`config.mk`:
```
export PLATFORM = sky130hd
export DESIGN_NAME = mem_arbiter
export DESIGN_NICKNAME = d
export VERILOG_FILES = /design/src/rtl/mem_arb_pkg.sv /design/src/rtl/mem_arb_pick.sv /design/src/rtl/mem_arbiter.sv
export SDC_FILE = /design/constraint.sdc
export NUM_CORES = 1
export LEC_CHECK = 0
export ABC_AREA = 1
export CAP_MARGIN = 25
export CORE_ASPECT_RATIO = 2
export CORE_UTILIZATION = 30
export DETAILED_ROUTE_END_ITERATION = 16
export HOLD_SLACK_MARGIN = 0.02
export PLACE_DENSITY = 0.86
export SETUP_SLACK_MARGIN = 0.05
export SLEW_MARGIN = 20
export SYNTH_ARGS = -nofsm -noshare
export SYNTH_HDL_FRONTEND = slang
export SYNTH_SLANG_ARGS = --single-unit
```
`constraint.sdc`:
```
create_clock -name clk_i -period 4.6 [get_ports clk_i]
set_input_delay 0.92 -clock clk_i [delete_from_list [all_inputs] [get_ports clk_i]]
set_output_delay 0.92 -clock clk_i [all_outputs]
set_load 0.1 [all_outputs]
```
`src/rtl/mem_arb_pkg.sv`:
```
// Shared types for the data-memory arbiter: FSM states, transaction owner and grant bit positions.
package mem_arb_pkg;

  typedef enum logic [1:0] {
    Idle  = 2'd0,
    Issue = 2'd1,
    Resp  = 2'd2
  } arb_state_e;

  typedef enum logic {
    OwnerIf = 1'b0,
    OwnerLs = 1'b1
  } arb_owner_e;

  localparam int unsigned GrantIf = 0;
  localparam int unsigned GrantLs = 1;

endpackage

```
`src/rtl/mem_arb_pick.sv`:
```
// Winner picker for the fetch/LSU ports; one-hot grant, gated by accept_en.
// MEM_ARB_RR_EN: alternate on ties using a one-bit last-grant pointer; otherwise LSU always wins.
module mem_arb_pick
  import mem_arb_pkg::*;
(
`ifdef MEM_ARB_RR_EN
  input  logic       clk_i,
  input  logic       rst_i,
`endif
  input  logic       if_valid,
  input  logic       ls_valid,
  input  logic       accept_en,
  output logic [1:0] grant
);

  logic ls_wins;

`ifdef MEM_ARB_RR_EN
  // Pointer remembers whether the LSU got the last grant; reset means "fetch last".
  logic last_ls_q;

  always_comb ls_wins = ls_valid && (!if_valid || !last_ls_q);

  always_ff @(posedge clk_i) begin
    if (rst_i) begin
      last_ls_q <= 1'b0;
    end else if (accept_en && (if_valid || ls_valid)) begin
      last_ls_q <= ls_wins;
    end
  end
`else
  always_comb ls_wins = ls_valid;
`endif

  always_comb begin
    grant = '0;
    if (accept_en) begin
      grant[GrantLs] = ls_wins;
      grant[GrantIf] = if_valid && !ls_wins;
    end
  end

endmodule

```
`src/rtl/mem_arbiter.sv`:
```
// Shares one memory port between instruction fetch and the LSU, one transaction in flight.
// Build option MEM_ARB_RR_EN selects round-robin tie breaking in the picker.
//
// state | meaning
// Idle  | no transaction; accept a new request
// Issue | mem_valid_o high with latched payload until mem_ready_i
// Resp  | waiting for mem_rvalid_i; route it to owner and re-arbitrate
module mem_arbiter
  import mem_arb_pkg::*;
#(
  parameter int unsigned AddrWidth = 32,
  parameter int unsigned DataWidth = 32
) (
  input  logic                   clk_i,
  input  logic                   rst_i,
  input  logic                   if_valid_i,
  output logic                   if_ready_o,
  input  logic [AddrWidth-1:0]   if_addr_i,
  output logic [DataWidth-1:0]   if_rdata_o,
  output logic                   if_rvalid_o,
  input  logic                   ls_valid_i,
  output logic                   ls_ready_o,
  input  logic [AddrWidth-1:0]   ls_addr_i,
  input  logic [DataWidth-1:0]   ls_wdata_i,
  input  logic [DataWidth/8-1:0] ls_wmask_i,
  output logic [DataWidth-1:0]   ls_rdata_o,
  output logic                   ls_rvalid_o,
  output logic                   mem_valid_o,
  input  logic                   mem_ready_i,
  output logic [AddrWidth-1:0]   mem_addr_o,
  output logic [DataWidth-1:0]   mem_wdata_o,
  output logic [DataWidth/8-1:0] mem_wmask_o,
  input  logic [DataWidth-1:0]   mem_rdata_i,
  input  logic                   mem_rvalid_i
);

  arb_state_e             state_q, state_d;
  arb_owner_e             owner_q;
  logic [AddrWidth-1:0]   addr_q;
  logic [DataWidth-1:0]   wdata_q;
  logic [DataWidth/8-1:0] wmask_q;
  logic [1:0]             grant;
  logic                   accept_en;
  logic                   resp;
  logic                   take;

  always_comb begin
    resp      = (state_q == Resp) && mem_rvalid_i;
    accept_en = (state_q == Idle) || resp;
  end

  mem_arb_pick u_pick (
`ifdef MEM_ARB_RR_EN
    .clk_i     (clk_i),
    .rst_i     (rst_i),
`endif
    .if_valid  (if_valid_i),
    .ls_valid  (ls_valid_i),
    .accept_en (accept_en),
    .grant     (grant)
  );

  always_comb begin
    take        = |grant;
    if_ready_o  = grant[GrantIf];
    ls_ready_o  = grant[GrantLs];
    if_rvalid_o = resp && (owner_q == OwnerIf);
    ls_rvalid_o = resp && (owner_q == OwnerLs);
    if_rdata_o  = if_rvalid_o ? mem_rdata_i : '0;
    ls_rdata_o  = ls_rvalid_o ? mem_rdata_i : '0;
    mem_valid_o = (state_q == Issue);
    mem_addr_o  = addr_q;
    mem_wdata_o = wdata_q;
    mem_wmask_o = wmask_q;
  end

  always_comb begin
    state_d = state_q;
    unique case (state_q)
      Idle:    if (take) state_d = Issue;
      Issue:   if (mem_ready_i) state_d = Resp;
      Resp:    if (mem_rvalid_i) state_d = take ? Issue : Idle;
      default: state_d = Idle;
    endcase
  end

  always_ff @(posedge clk_i) begin
    if (rst_i) begin
      state_q <= Idle;
      owner_q <= OwnerIf;
    end else begin
      state_q <= state_d;
      if (take) owner_q <= grant[GrantLs] ? OwnerLs : OwnerIf;
    end
  end

  // Payload is only observed while in Issue, so it carries no reset.
  always_ff @(posedge clk_i) begin
    if (take) begin
      addr_q  <= grant[GrantLs] ? ls_addr_i : if_addr_i;
      wdata_q <= grant[GrantLs] ? ls_wdata_i : '0;
      wmask_q <= grant[GrantLs] ? ls_wmask_i : '0;
    end
  end

endmodule

```
==> results of run 1 <==
[layout make-up]
| type | instances | area [sq um] | area share |
|---|---|---|---|
| timing repair buffer | 276 | 2600 | 0.411 |
| tap | 140 | 175 | 0.0277 |
| inverter | 77 | 289 | 0.0457 |
| clock buffer | 11 | 243 | 0.0384 |
| sequential | 71 | 2100 | 0.333 |
| multi-input combinational | 212 | 831 | 0.131 |
| clock inverter | 5 | 81.3 | 0.0129 |
[per-layer routing]
metal / vias to the layer above / global-route usage / routed length [um]
met1: 1475 / 0.157 / 3400
met3: 18 / 0.0825 / 1150
met2: 216 / 0.340 / 5950
met4: 0 / 0.0894 / 316
met5: - / 0 / 0
li1: 1658 / - / -
[through the flow]
stage	hold slack, ns	setup WS (ns)	std cells	area [sq um]	util
2_1_floorplan	0.459	1.03	376	3350	-
3_3_place_gp	0.487	1.16	776	6000	0.551
3_5_place_dp	0.493	1.13	776	6000	0.551
4_1_cts	0.501	1.13	792	6320	0.581
5_1_grt	0.545	0.954	792	6320	0.581
6_report	0.502	1.13	792	6320	0.581
[worst reg2reg max path: stages (launching register included)]
cell and delay (ns):
dfxtp_1 0.35, inv_1 0.13, o211ai_1 0.14, inv_2 0.07, buf_4 0.65
[registers in the layout (all words and copies together) (netlist names)]
| signal | cells |
|---|---|
| mem_addr_o | 32 |
| state_q | 2 |
| mem_wdata_o | 32 |
| owner_q | 1 |
| mem_wmask_o | 4 |
[cells by family after synthesis]
| family | count (synthesis) | synth area share |
|---|---|---|
| AO/OA/AOI/OAI | 5 | 0.00934 |
| flip-flops | 71 | 0.628 |
| AND/OR/NAND/NOR | 207 | 0.239 |
| buffers and inverters | 93 | 0.124 |
[power groups by stage]
stage	combinational, mW	clock [mW]	sequential (mW)
after floorplan	0.196	0	1.40
after global placement	1.04	0	0.851
after detailed placement	1.06	0	0.854
after CTS	1.06	0.764	0.841
after global routing	1.09	0.792	0.847
final	1.05	0.749	0.839
[how the worst max path moves through the flow]
stage                             from             end  slack (ns)  depth (start not counted)
after floorplan           mem_rvalid_i  if_rdata_o[22]        1.03                          5
after global placement    mem_rvalid_i  ls_rdata_o[10]        1.16                          6
after detailed placement  mem_rvalid_i  ls_rdata_o[30]        1.13                          6
after CTS                 mem_rvalid_i  ls_rdata_o[30]        1.13                          6
after global routing      mem_rvalid_i   ls_rdata_o[7]        0.95                          6
final                     mem_rvalid_i  ls_rdata_o[16]        1.13                          6
[placed cells by master (no fill, tap or decap), drive strengths merged]
cell type / netlist / layout
clkdlybuf4s50: 0 / 206
nor2: 102 / 102
nand2: 102 / 102
inv: 77 / 77
buf: 14 / 70
edfxtp: 68 / 68
clkbuf: 2 / 11
a21oi: 4 / 4
dfxtp: 3 / 3
bufinv: 0 / 2
nor3: 2 / 2
clkinv: 0 / 2
o211ai: 1 / 1
nand3: 1 / 1
clkinvlp: 0 / 1
==> flow_summary_export.csv, run 1 <==
group,metric,value,unit
placement,dpl.hpwl,8700,um
sta,post-route-period-util,0.755,
worst_hold_path,whs_path_depth,2,
pwr,combPwrFrac,0.399,
synth,syn_area_per_cell,8.91,sq um
clocking,path_clk_slew,0.06,ns
routing,vias,3367,
setup_path,arrival,2.55,ns
global_route,antenna_found_initial,0,
sta,fmax,288,MHz
synth,netlist_area,3350,sq um
cells_and_area,diodes,0,
synth,postSynthCellCount,376,
sta,hold_viol,0,
global_route,grt_pass1_wl,15700,um
floorplanning,start_util,0.308,
pwr,p_sw_frac,0.407,
setup_path,cpLargestDelayFamily,"buffers and inverters",
synth,synth.most_common_cell,"nor2_1",
setup_path,timing.rr.start,"state_q[0]",
cells_and_area,drive_above_1_share,0.144,
global_route,grt_max_degree,70,
setup_path,path_class,"primary input to output pin",
synth,ys_ff_latch,71,
setup_path,critPathBufInv,3,
clocking,root_buffer,"clkbuf_16",
sta,finalMaxSlewViolations,0,
pwr,p_per_area,418,nW/um^2
cells_and_area,layout.nets,785,
floorplanning,die_h,151,um
sta,period_minus_slack,3.47,ns
synth,synth_edf_count,68,
setup_path,rr_endpoint,"mem_addr_o[4]",
clocking,clockBufferDepth,2,
synth,syn_nets,514,
synth,seq_area_frac_synth,0.628,
synth,synth.area.top_cells,"edfxtp_1, nor2_1, nand2_1",
synth,yosys-top-cells-count,"nor2_1, nand2_1, inv_1",
pwr,p_int,1.57,mW
sta,rsz0062_at_grt,"false",
clocking,cts_tree,"done",
setup_path,path_max_fanout,33,
pwr,p_leak,2.99,nW
clocking,clock-sinks,71,
global_route,gr-total-overflow,0,
floorplanning,die_x,76.7,um
pwr,seq_power_share,0.318,
floorplanning,core-area,10900,sq um
setup_path,rrSetupSlack,2.82,ns
sta,worst_clock_skew,0.00405,ns
routing,first_pass_iters,4,
synth,yosysUniqueCellTypes,18,
clocking,hold_buffers,0,
placement,port_buffers,274,
setup_path,cpMaxStageDelayCell,"clkdlybuf4s50_1",
routing,drt_iter0_drc,87,
synth,yosysWarnings,0,
clocking,cts_made_buffers,9,
run_status,outcome,"finished, final reports clean",
routing,via_per_inst,4.25,
clocking,h-tree-depth,3,
job,max-cap-violations,0,
pwr,power,2.64,mW
sta,maxSlewHeadroom,0.316,
clocking,post_cts_resized,0,
global_route,grt_pass1_vias,3191,
synth,synthArstFlopShare,0,
pwr,clkPwrFrac,0.284,
worst_hold_path,min_from,"owner_q",
synth,synth_top_area_share,0.610,
sta,finalSetupTns,0,ns
clocking,post_cts.repair.setup_buffers,0,
global_route,grt_usage,0.180,
setup_path,reg2reg_depth,4,
worst_hold_path,hold_class,"flop to flop",
floorplanning,rows,54,
pwr,p_sw,1.07,mW
setup_path,crit_required,3.68,ns
worst_hold_path,min_to,"owner_q",
cells_and_area,fillers,892,
routing,drt-total-wl,10800,um
clocking,clock_latency,0.32,ns
floorplanning,dieArea,11600,sq um
setup_path,path_cells,"clkdlybuf4s50_1, inv_2, nor3_4, nand2_2, nor2_1, buf_4",
setup_path,crit_path_end_kind,"output pin",
synth,yosys.area.top_type,"edfxtp_1",
setup_path,cpPeakStageDelay,0.47,ns
routing,ant_nets,0,
routing,route.detailed.drc,0,
sta,setup_viol,0,
setup_path,startpoint_type,"primary input",
sta,worstMarginPinSlew,1.02,ns
placement,routabilityCongestion,0.756,
floorplanning,pin_count,275,
pwr,worst_ir_drop_vdd,0.000252,V
cells_and_area,area_growth,88.7,%
routing,routedWlPerCell,13.7,um
synth,ys.flop_type,"edfxtp_1",
No activity file was read; power rests on OpenSTA's default activity.
==> inputs of run 2 (changes only) <==
--- a/config.mk
+++ b/config.mk
@@ -11,7 +11,7 @@
 export CORE_UTILIZATION = 30
 export DETAILED_ROUTE_END_ITERATION = 16
 export HOLD_SLACK_MARGIN = 0.02
-export PLACE_DENSITY = 0.86
+export PLACE_DENSITY = 0.89
 export SETUP_SLACK_MARGIN = 0.05
 export SLEW_MARGIN = 20
 export SYNTH_ARGS = -nofsm -noshare
==> constraint.sdc (replaced) <==
create_clock -name clk_i -period 2.8 [get_ports clk_i]
set_input_delay 0.56 -clock clk_i [delete_from_list [all_inputs] [get_ports clk_i]]
set_output_delay 0.56 -clock clk_i [all_outputs]
set_load 0.1 [all_outputs]
==> run 2 against run 1 <==
Sequential share of layout area down 3.9 points. First-iteration DRC count up 15%. Power up 65%. Register-to-register slack worse by 1.6 ns. Core utilization up 7.8 points.
==> flow_summary_export.csv, run 2 (synthesis gave the netlist of run 1 again) <==
group,metric,value,unit
floorplanning,rows,54,
pwr,p_per_area,607,nW/um^2
placement,port_buffers,274,
pwr,p_sw,1.80,mW
pwr,p_int,2.55,mW
cells_and_area,diodes,0,
routing,drt_iter0_drc,100,
global_route,grt_pass1_wl,18800,um
sta,period_minus_slack,2.64,ns
job,max-cap-violations,0,
setup_path,crit_required,2.24,ns
setup_path,path_class,"primary input to output pin",
pwr,worst_ir_drop_vdd,0.000595,V
routing,drt-total-wl,12700,um
routing,vias,3573,
run_status,outcome,"finished, final reports clean",
clocking,clock_latency,0.33,ns
floorplanning,die_h,151,um
pwr,p_sw_frac,0.414,
clocking,clock-sinks,71,
clocking,cts_tree,"done",
cells_and_area,final_cell_mix,"clkdlybuf4s50_1, nand2_1, buf_4, inv_1, buf_12",
clocking,post_cts_resized,0,
cells_and_area,final_common_cell,"clkdlybuf4s50_1",
cells_and_area,final_util,0.659,
cells_and_area,regArea,2100,sq um
pwr,power,4.35,mW
worst_hold_path,hold_class,"flop to flop",
sta,fmax,378,MHz
cells_and_area,layout.nets,791,
global_route,gr-total-overflow,0,
clocking,h-tree-depth,3,
cells_and_area,fillers,793,
setup_path,cp_common_cell,"buf_12",
clocking,hold_buffers,0,
setup_path,cpPeakStageDelay,0.49,ns
routing,first_pass_iters,5,
floorplanning,core-area,10900,sq um
sta,setup_viol,0,
sta,maxSlewHeadroom,0.752,
setup_path,path_max_fanout,25,
routing,routedWlPerCell,16.0,um
setup_path,path_cells,"clkdlybuf4s50_1, inv_2, nor3_4, nand2_2, buf_12, nor2_1, buf_12",
cells_and_area,area_growth,114,%
sta,hold_viol,0,
global_route,grt_pass1_vias,3649,
sta,worstMarginPinSlew,0.372,ns
setup_path,cpMaxStageDelayCell,"clkdlybuf4s50_1",
global_route,grt_usage,0.216,
pwr,combPwrFrac,0.408,
routing,via_per_inst,4.48,
sta,rsz0062_at_grt,"false",
placement,dpl.hpwl,10500,um
floorplanning,pin_count,275,
cells_and_area,multi_input_area,956,sq um
routing,ant_nets,0,
setup_path,critPathBufInv,4,
pwr,clkPwrFrac,0.275,
placement,routabilityCongestion,0.908,
sta,worst_slack,0.155,ns
pwr,p_leak,3.25,nW
clocking,root_buffer,"clkbuf_16",
cells_and_area,drive_above_1_share,0.332,
placement,dp_worst_setup_slack,0.182,ns
clocking,cts_made_buffers,9,
clocking,clockBufferDepth,2,
sta,post-route-period-util,0.945,
setup_path,startpoint_type,"primary input",
global_route,grt_max_degree,39,
floorplanning,dieArea,11600,sq um
sta,finalMaxSlewViolations,0,
sta,worst_clock_skew,0.00861,ns
floorplanning,start_util,0.308,
setup_path,arrival,2.08,ns
setup_path,crit_path_end_kind,"output pin",
routing,route.detailed.drc,0,
pwr,seq_power_share,0.317,
setup_path,cpLargestDelayFamily,"buffers and inverters",
clocking,path_clk_slew,0.05,ns
clocking,post_cts.repair.setup_buffers,0,
global_route,antenna_found_initial,0,
floorplanning,die_x,76.7,um
==> run 2: cell types whose count changed in the layout (fill, tap and decap cells not counted), moves of 2 or more <==
cell	delta
clkdlybuf4s50_1	-69
clkinvlp_4	+2
buf_4	+6
nor2_2	+50
nor2_1	-50
buf_12	+69
==> run 2: final timing paths <==
kind,start,end,slack (ns),cells past startpoint
setup / recovery,mem_rvalid_i,if_rdata_o[28],0.16,7
hold / removal,owner_q,owner_q,0.52,2
setup reg to reg,state_q[0],mem_wdata_o[22],1.19,4
hold reg to reg,owner_q,owner_q,0.52,2
==> run 2: tightest hold or removal path, delay by kind of cell (launching register included) <==
| family | cells | cell delay [ns] |
|---|---|---|
| DFF | 1 | 0.34 |
| and+or+nand+nor | 1 | 0.08 |
| AOI/OAI and AO/OA | 1 | 0.05 |
==> run 2: through the flow <==
step	instances	hold slack [ns]	instance area, sq um	setup TNS, ns
2_1_floorplan	376	0.459	3470	-0.405
3_3_place_gp	782	0.479	6860	0
3_5_place_dp	782	0.505	6860	0
4_1_cts	797	0.520	7170	0
5_1_grt	797	0.561	7170	0
6_report	797	0.525	7170	0
==> run 2: power by group through the flow <==
stage	Sequential, mW	Combinational [mW]	Clock (mW)
2_1_floorplan	2.31	0.333	0
3_3_place_gp	1.39	1.75	0
3_5_place_dp	1.40	1.78	0
4_1_cts	1.38	1.78	1.22
5_1_grt	1.39	1.83	1.27
6_report	1.38	1.78	1.20
==> run 2: final cells by class <==
class,count,share of cell area
clock inverters,6,0.0120
clock buffers,9,0.0314
multi-input cells,212,0.133
flip-flops and latches,71,0.293
inverters,77,0.0403
repair buffers,282,0.465
well taps,140,0.0244
==> run 2: layer usage <==
layer	up-vias	track usage	part of all wire
met5	-	0	0
met4	0	0.0981	0.031
met3	30	0.0759	0.090
met2	224	0.426	0.57
met1	1648	0.190	0.31
li1	1671	-	-
==> inputs of run 3 (changes only) <==
--- a/config.mk
+++ b/config.mk
@@ -9,6 +9,7 @@
 export CAP_MARGIN = 25
 export CORE_ASPECT_RATIO = 2
 export CORE_UTILIZATION = 30
+export CTS_CLUSTER_SIZE = 14
 export DETAILED_ROUTE_END_ITERATION = 16
 export HOLD_SLACK_MARGIN = 0.02
 export PLACE_DENSITY = 0.89
==> constraint.sdc (replaced) <==
create_clock -name clk_i -period 2.8 [get_ports clk_i]
set_input_delay 0.28 -clock clk_i [delete_from_list [all_inputs] [get_ports clk_i]]
set_output_delay 0.28 -clock clk_i [all_outputs]
set_load 0.1 [all_outputs]
==> run 3 against run 2 <==
Flip-flop and latch count unchanged. Critical endpoint is now ls_rdata_o[12]. Count of clock-buffer cells in the layout unchanged. Combinational power about the same. Critical path depth down 2. Largest power group unchanged. Sequential share of layout area up 0.47 points. Non-clock buffer count down 3. Clock power up 9%. Worst hold slack better by 0.0081 ns. Maximum frequency up 14%.
==> flow_summary_export.csv, run 3 (synthesis gave the netlist of run 1 again) <==
group,metric,value,unit
run_status,outcome,"finished, final reports clean",
cells_and_area,layout.nets,788,
floorplanning,dieArea,11600,sq um
placement,port_buffers,274,
pwr,p_sw,1.80,mW
sta,period_minus_slack,2.32,ns
placement,dp_worst_setup_slack,0.545,ns
clocking,path_clk_slew,0.06,ns
global_route,grt_max_degree,70,
cells_and_area,multi_input_area,831,sq um
job,max-cap-violations,0,
placement,dp.cells,779,
sta,finalMaxSlewViolations,0,
global_route,grt_usage,0.207,
cells_and_area,diodes,0,
pwr,p_per_area,631,nW/um^2
global_route,grt_pass1_vias,3637,
routing,ant_nets,0,
routing,vias,3522,
floorplanning,die_h,151,um
setup_path,cpPeakStageDelay,0.42,ns
setup_path,timing.rr.start,"state_q[0]",
pwr,p_leak,3.28,nW
sta,hold_viol,0,
placement,routabilityCongestion,0.805,
sta,worstMarginPinSlew,0.607,ns
routing,via_per_inst,4.43,
clocking,cts_made_buffers,9,
clocking,hold_buffers,0,
cells_and_area,area_growth,111,%
clocking,clock-sinks,71,
clocking,h-tree-depth,3,
cells_and_area,fillers,818,
setup_path,path_max_fanout,33,
pwr,p_sw_frac,0.405,
global_route,gr-total-overflow,0,
pwr,worst_ir_drop_vdd,0.000510,V
global_route,antenna_found_initial,0,
pwr,seq_power_share,0.309,
cells_and_area,final_common_cell,"clkdlybuf4s50_1",
setup_path,path_cells,"inv_2, nor3_4, nand2_2, nor2_1, buf_12",
clocking,root_buffer,"clkbuf_16",
sta,worst_clock_skew,0.00704,ns
floorplanning,rows,54,
routing,routedWlPerCell,15.2,um
worst_hold_path,min_from,"owner_q",
placement,dpl.hpwl,9980,um
placement,place_area,6710,sq um
clocking,cts_tree,"done",
setup_path,crit_required,2.52,ns
setup_path,crit_path_end_kind,"output pin",
sta,post-route-period-util,0.829,
setup_path,cpMaxStageDelayCell,"dfxtp_1",
setup_path,path_class,"flop to output pin",
clocking,post_cts_resized,0,
sta,fmax,431,MHz
global_route,grt_pass1_wl,18100,um
setup_path,arrival,2.04,ns
pwr,p_int,2.65,mW
sta,maxSlewHeadroom,0.594,
cells_and_area,drive_above_1_share,0.255,
floorplanning,start_util,0.308,
pwr,clkPwrFrac,0.295,
sta,worst_slack,0.479,ns
sta,rsz0062_at_grt,"false",
cells_and_area,finish.instance_area,7060,sq um
cells_and_area,regArea,2100,sq um
clocking,clock_latency,0.33,ns
floorplanning,core-area,10900,sq um
routing,drt_iter0_drc,113,
routing,route.detailed.drc,0,
sta,finalSetupTns,0,ns
floorplanning,die_x,76.7,um
pwr,combPwrFrac,0.396,
floorplanning,pin_count,275,
setup_path,startpoint_type,"flop",
routing,drt-total-wl,12100,um
cells_and_area,instances_no_fill,795,
worst_hold_path,hold_class,"flop to flop",
sta,setup_viol,0,
cells_and_area,final_cell_mix,"clkdlybuf4s50_1, nor2_1, nand2_1, inv_1, buf_4",
routing,first_pass_iters,4,
setup_path,cp-startpoint,"state_q[1]",
clocking,post_cts.repair.setup_buffers,0,
clocking,clockBufferDepth,2,
sta,timing.hold.ws,0.533,ns
==> run 3: changes by cell type in the layout (fill, tap and decap cells not counted), sizes merged <==
| cell | delta |
|---|---|
| buf | -3 |
| bufinv | +1 |
| clkinv | +1 |
| clkinvlp | -2 |
| inv | +1 |
==> run 3: per-stage QoR <==
stage | power, mW | util
6_report | 4.45 | 0.649
3_3_place_gp | 3.14 | 0.617
5_1_grt | 4.59 | 0.649
3_5_place_dp | 3.17 | 0.617
2_1_floorplan | 2.63 | -
4_1_cts | 4.49 | 0.649
==> run 3: layout make-up <==
class	count	area share
clock buffer	9	0.0319
clock inverter	7	0.0170
inverter	77	0.0410
multi-input combinational	212	0.118
sequential	71	0.298
tap	140	0.0248
timing repair buffer	279	0.470
==> run 3: worst paths after layout <==
path	depth (start not counted)	slack [ns]	to
worst max register to register	4	1.14	mem_addr_o[5]
worst min-delay path	2	0.53	owner_q
worst max-delay path	5	0.48	ls_rdata_o[12]
worst min register to register	2	0.53	owner_q
==> run 3: power by group through the flow <==
stage               Sequential [mW]  Combinational [mW]  Clock, mW
floorplan                      2.31               0.322          0
global placement               1.39                1.75          0
detailed placement             1.40                1.77          0
CTS                            1.38                1.78       1.33
global route                   1.39                1.82       1.37
finish                         1.38                1.77       1.31
==> run 3: routing by layer <==
| layer | vias to the layer above | track usage | routed length [um] |
|---|---|---|---|
| met5 | - | 0 | 0 |
| met4 | 0 | 0.110 | 435 |
| met3 | 30 | 0.0699 | 1060 |
| met1 | 1605 | 0.174 | 3730 |
| li1 | 1669 | - | - |
| met2 | 218 | 0.412 | 6890 |
==> run 3: worst max-delay path: cells and delay by family (launching register included) <==
family,cells,cell delay (ns)
buf+inv,2,0.30
flops,1,0.42
simple gates,3,0.98
